[src/rtl/persephone_io_bridge.sv]
// persephone_io_bridge: pin interface between the CPU core and the user pins.
// Synchronises and debounces the dedicated inputs, latches rising-edge events
// with a maskable interrupt, and drives the dedicated and bidirectional pins
// from CPU-writable registers. The bidirectional bank powers up as inputs.
module persephone_io_bridge #(
    parameter int W               = 8,
    parameter int SYNC_STAGES     = 2,
    parameter int DEBOUNCE_CYCLES = 4,
    parameter int CNT_W           = 3
) (
    input  logic         clk,
    input  logic         rst_n,
    input  logic [W-1:0] ui_in,
    input  logic [W-1:0] uio_in,
    output logic [W-1:0] uo_out,
    output logic [W-1:0] uio_out,
    output logic [W-1:0] uio_oe,
    output logic [W-1:0] sw,
    input  logic         cpu_wr_en,
    input  logic [2:0]   cpu_addr,
    input  logic [W-1:0] cpu_wr_data,
    output logic [W-1:0] cpu_rd_data,
    output logic         irq
);

    localparam logic [2:0] ADDR_OUT     = 3'd0;
    localparam logic [2:0] ADDR_UIO_OUT = 3'd1;
    localparam logic [2:0] ADDR_UIO_OE  = 3'd2;
    localparam logic [2:0] ADDR_EVT     = 3'd3;
    localparam logic [2:0] ADDR_MASK    = 3'd4;

    logic [W-1:0] ui_sync_q  [SYNC_STAGES];
    logic [W-1:0] ui_sync_d  [SYNC_STAGES];
    logic [W-1:0] uio_sync_q [SYNC_STAGES];
    logic [W-1:0] uio_sync_d [SYNC_STAGES];
    logic [W-1:0] ui_s;
    logic [W-1:0] uio_s;

    logic [W-1:0] sw_q, sw_d;
    logic [W-1:0] out_q, out_d;
    logic [W-1:0] uio_out_q, uio_out_d;
    logic [W-1:0] uio_oe_q, uio_oe_d;
    logic [W-1:0] evt_q, evt_d;
    logic [W-1:0] mask_q, mask_d;
    logic         irq_q, irq_d;
    logic [W-1:0] evt_clr;
    logic [W-1:0] sw_rise;

    // Synchroniser chains: each stage takes the previous stage's value.
    always_comb begin
        ui_sync_d[0]  = ui_in;
        uio_sync_d[0] = uio_in;
        for (int k = 1; k < SYNC_STAGES; k++) begin
            ui_sync_d[k]  = ui_sync_q[k-1];
            uio_sync_d[k] = uio_sync_q[k-1];
        end
    end

    // Synchroniser flops.
    always_ff @(posedge clk) begin
        if (!rst_n) begin
            for (int k = 0; k < SYNC_STAGES; k++) begin
                ui_sync_q[k]  <= '0;
                uio_sync_q[k] <= '0;
            end
        end else begin
            for (int k = 0; k < SYNC_STAGES; k++) begin
                ui_sync_q[k]  <= ui_sync_d[k];
                uio_sync_q[k] <= uio_sync_d[k];
            end
        end
    end

    assign ui_s  = ui_sync_q[SYNC_STAGES-1];
    assign uio_s = uio_sync_q[SYNC_STAGES-1];

    generate
        if (DEBOUNCE_CYCLES > 0) begin : g_deb
            localparam logic [CNT_W-1:0] CNT_TC = CNT_W'(DEBOUNCE_CYCLES - 1);

            logic [CNT_W-1:0] cnt_q [W];
            logic [CNT_W-1:0] cnt_d [W];

            // Per-bit debounce: count consecutive disagreeing cycles, flip at terminal count.
            always_comb begin
                sw_d = sw_q;
                for (int i = 0; i < W; i++) begin
                    cnt_d[i] = '0;
                    if (ui_s[i] != sw_q[i]) begin
                        if (cnt_q[i] == CNT_TC) begin
                            sw_d[i] = ui_s[i];
                        end else begin
                            cnt_d[i] = cnt_q[i] + CNT_W'(1);
                        end
                    end
                end
            end

            // Debounce counters.
            always_ff @(posedge clk) begin
                if (!rst_n) begin
                    for (int i = 0; i < W; i++) begin
                        cnt_q[i] <= '0;
                    end
                end else begin
                    for (int i = 0; i < W; i++) begin
                        cnt_q[i] <= cnt_d[i];
                    end
                end
            end
        end else begin : g_byp
            // Bypass: sw tracks the value the last sync stage is about to take,
            // so sw_q equals ui_s with no extra cycle.
            always_comb begin
                sw_d = ui_sync_d[SYNC_STAGES-1];
            end
        end
    endgenerate

    // CPU writes, event latching (set beats clear) and next interrupt level.
    always_comb begin
        out_d     = out_q;
        uio_out_d = uio_out_q;
        uio_oe_d  = uio_oe_q;
        mask_d    = mask_q;
        evt_clr   = '0;
        if (cpu_wr_en) begin
            case (cpu_addr)
                ADDR_OUT:     out_d     = cpu_wr_data;
                ADDR_UIO_OUT: uio_out_d = cpu_wr_data;
                ADDR_UIO_OE:  uio_oe_d  = cpu_wr_data;
                ADDR_EVT:     evt_clr   = cpu_wr_data;
                ADDR_MASK:    mask_d    = cpu_wr_data;
                default:      ;
            endcase
        end
        sw_rise = sw_d & ~sw_q;
        evt_d   = (evt_q & ~evt_clr) | sw_rise;
        irq_d   = |(evt_d & mask_d);
    end

    // Register state.
    always_ff @(posedge clk) begin
        if (!rst_n) begin
            sw_q      <= '0;
            out_q     <= '0;
            uio_out_q <= '0;
            uio_oe_q  <= '0;
            evt_q     <= '0;
            mask_q    <= '0;
            irq_q     <= 1'b0;
        end else begin
            sw_q      <= sw_d;
            out_q     <= out_d;
            uio_out_q <= uio_out_d;
            uio_oe_q  <= uio_oe_d;
            evt_q     <= evt_d;
            mask_q    <= mask_d;
            irq_q     <= irq_d;
        end
    end

    // Read mux from current state; address 1 is the synchronised pad value.
    always_comb begin
        cpu_rd_data = '0;
        case (cpu_addr)
            3'd0:    cpu_rd_data = sw_q;
            3'd1:    cpu_rd_data = uio_s;
            3'd2:    cpu_rd_data = uio_oe_q;
            3'd3:    cpu_rd_data = evt_q;
            3'd4:    cpu_rd_data = mask_q;
            default: cpu_rd_data = '0;
        endcase
    end

    assign uo_out  = out_q;
    assign uio_out = uio_out_q;
    assign uio_oe  = uio_oe_q;
    assign sw      = sw_q;
    assign irq     = irq_q;

endmodule

[config.mk]
export PLATFORM = sky130hd
export DESIGN_NAME = persephone_io_bridge
export DESIGN_NICKNAME = d
export VERILOG_FILES = /design/src/rtl/persephone_io_bridge.sv
export SDC_FILE = /design/constraint.sdc
export NUM_CORES = 1
export LEC_CHECK = 0
export CAP_MARGIN = 20
export CORE_UTILIZATION = 50
export CTS_BUF_LIST = sky130_fd_sc_hd__clkbuf_4 sky130_fd_sc_hd__clkbuf_8 sky130_fd_sc_hd__clkbuf_16
export CTS_CLUSTER_DIAMETER = 100
export DETAILED_ROUTE_END_ITERATION = 10
export PLACE_DENSITY_LB_ADDON = 0.2
export SLEW_MARGIN = 30
export SYNTH_ARGS = -nofsm -noshare
export SYNTH_HDL_FRONTEND = slang
export SYNTH_SLANG_ARGS = --single-unit
[constraint.sdc]
create_clock -name clk -period 4.61 [get_ports clk]
set_clock_uncertainty 0.15 [all_clocks]
set_input_delay 0.922 -clock clk [delete_from_list [all_inputs] [get_ports clk]]
set_output_delay 0.922 -clock clk [all_outputs]
set_load 0.1 [all_outputs]
==> metrics.txt <==
critical path capture point type output pin; metal2 WL 3700 µm; met3 WL 471 µm; setup_tns 0 ns; ys async rst share 0%; Hold/Removal Path Class register to register; CTS Buffer Depth 2; hold depth 1; R2R cell count 6; die span in x 91.6 µm; count leader, synth dfxtp_1; register bit total from synthesis 105; DRC Markers 0; PostCTS Resize Cnt 0; Total Routing Usage GR 20.9%; status finished clean; diodes inserted 0; synth warn 0; CTS H-Tree Depth 3; filler cell count 622; Post-CTS Setup Inserts 0; gpl congestion 0.808; max cap viols 0; Syn Inst Count 418; Max Clock Freq 247 MHz; dpl ws 0.607 ns; drt first pass iters 5; Arr. time, crit path 2.97 ns; IO Port Bufs 70; Root Driver clkbuf_8; syn_area_per_cell 9.60 µm²; Slew HR 34.3%; row cnt 32; DRT met1 WL 3720 µm; Top FF cell, synth dfxtp_1; Hold Crit Start g_deb.cnt_q[0][6]$_SDFF_PP0_; Power Density 317 nW/µm²; CTS clk-pin slew, worst paths 0.09 ns; required time worst endpoint 3.54 ns; total CTS buffers 9; WL per Instance 13.7 µm; most frequent cells after synthesis 105 x dfxtp_1, 51 x nand2_1, 42 x nor2_1, 37 x and2_1, 26 x a21oi_1; post-route setup slack 0.565 ns; Layout area overhead 25.4%; initial antenna violation count 0; final period utilization 87.8%; max layer used met4; number of synthesized flops with an enable pin 0; grt ovf 0; register area share after synthesis 52.4%; TritonCTS Sinks 105; Slew @ Worst Pin 0.982 ns; top cells by area, synth dfxtp_1 52%, and2_1 5.8%, ha_1 5.0%; hold_buf cts 0; Initial Util 51.9%; CP startpoint kind input port; die area 8390 µm²; Avg Vias per Cell 5.18; ratio of cells with drive above 1 in the final layout 6.56%; IR drop worst, VDD 0.000169 V; Net Count, Synth 464; Post-Synthesis Cell Area 4010 µm²; count of final setup violators 0; first-pass GRT wire length 13900 µm; WL final 8090 µm; DP Wirelength 5840 µm; Core ar. 7730 µm²; Leakage 0.00186 µW; Clock Latency Late Sink 0.36 ns; # nets final 529; Iter 0 DRT Violations 129; largest net degree at the start of global routing 54; TritonCTS clock tree done; routed vias 3055; vias in the first global route 2963; critical path startpoint cpu_addr[0]; Crit Path Class input port to output pin; Util after Layout 65.1%; cell taking the most area after synthesis dfxtp_1; Final Hold Vio Count 0; RSZ-0062 raised after global routing false; Critical R2R Launch g_deb.cnt_q[1][0]$_SDFF_PP0_; Max Fanout on Critical Path 13; Yosys top cell area share 52.4%; Final min period 4.05 ns; IO Pins 71; Routed Antenna Nets 0; post-synthesis cell type count 35; die height 91.6 µm; max-slew violations 0
## layout make-up
cell class	count	area (µm²)	area share (%)
Tap cell	102	128	2.54
Inverter	20	75.1	1.49
Clock buffer	10	131	2.61
Multi-Input combinational cell	273	1740	34.6
Clock inverter	6	42.5	0.845
Sequential cell	105	2100	41.8
Timing Repair Buffer	74	811	16.1
## critical path, stage by stage
cell,delay (ns)
clkdlybuf4s50_1,0.79
nor2b_1,0.51
a22oi_1,0.15
o22ai_1,0.36
buf_12,0.23
## cell usage in the layout (no fill, tap or decap), types with 8 or more instances in the layout
cell type	netlist	layout
or3_1	8	8
inv_1	19	19
nand2_1	51	51
clkbuf_8	0	9
a21oi_1	26	26
clkdlybuf4s50_1	0	62
ha_1	16	16
buf_12	0	8
mux2_1	8	8
a22oi_1	15	15
and2_1	37	37
nor2b_1	12	12
nor2_1	42	42
mux2i_1	12	12
dfxtp_1	105	105
xnor2_1	8	8
## final timing paths
kind / end / slack (ns)
max reg2reg: irq$_SDFF_PN0_ / 2.66
min: g_deb.cnt_q[0][6]$_SDFF_PP0_ / 0.28
max: cpu_rd_data[2] / 0.56
min reg2reg: g_deb.cnt_q[0][6]$_SDFF_PP0_ / 0.28
## state kept, by name (all words and copies together) (netlist names)
register,count
uo_out,8
evt_q,8
uio_sync_q,16
uio_oe,8
mask_q,8
ui_sync_q,16
sw,8
uio_out,8
irq,1
g_deb.cnt_q,24
## logic make-up (layout without fill, tap and decap cells)
group / count (synthesis) / count (layout) / synth area share [%]
compound gates: 61 / 61 / 9.79
xor+xnor: 8 / 8 / 1.75
fa+ha+maj: 16 / 16 / 4.99
buf+inv: 40 / 110 / 4.18
flops: 105 / 105 / 52.4
mux: 22 / 22 / 6.17
simple gates: 166 / 166 / 20.7
## where the power goes
group / internal [µW] / switching [µW]
registers: 927 / 9.60
clock network: 204 / 305
logic: 56.7 / 90.3
## per-layer routing
metal / GRT usage (%) / up-vias
met1: 27.2 / 1400
met5: 0 / -
met4: 9.66 / 0
li1: - / 1520
met2: 34.0 / 113
met3: 3.18 / 22
## stage by stage
stage | power, µW | hold WS [ns] | std cells | instance area, µm²
4_1_cts | 1610 | 0.282 | 590 | 5030
3_3_place_gp | 1100 | 0.256 | 574 | 4860
6_report | 1590 | 0.277 | 590 | 5030
2_1_floorplan | 1050 | 0.249 | 418 | 4010
5_1_grt | 1650 | 0.297 | 590 | 5030
3_5_place_dp | 1100 | 0.264 | 574 | 4860
Power figures use the tool's default switching activity.
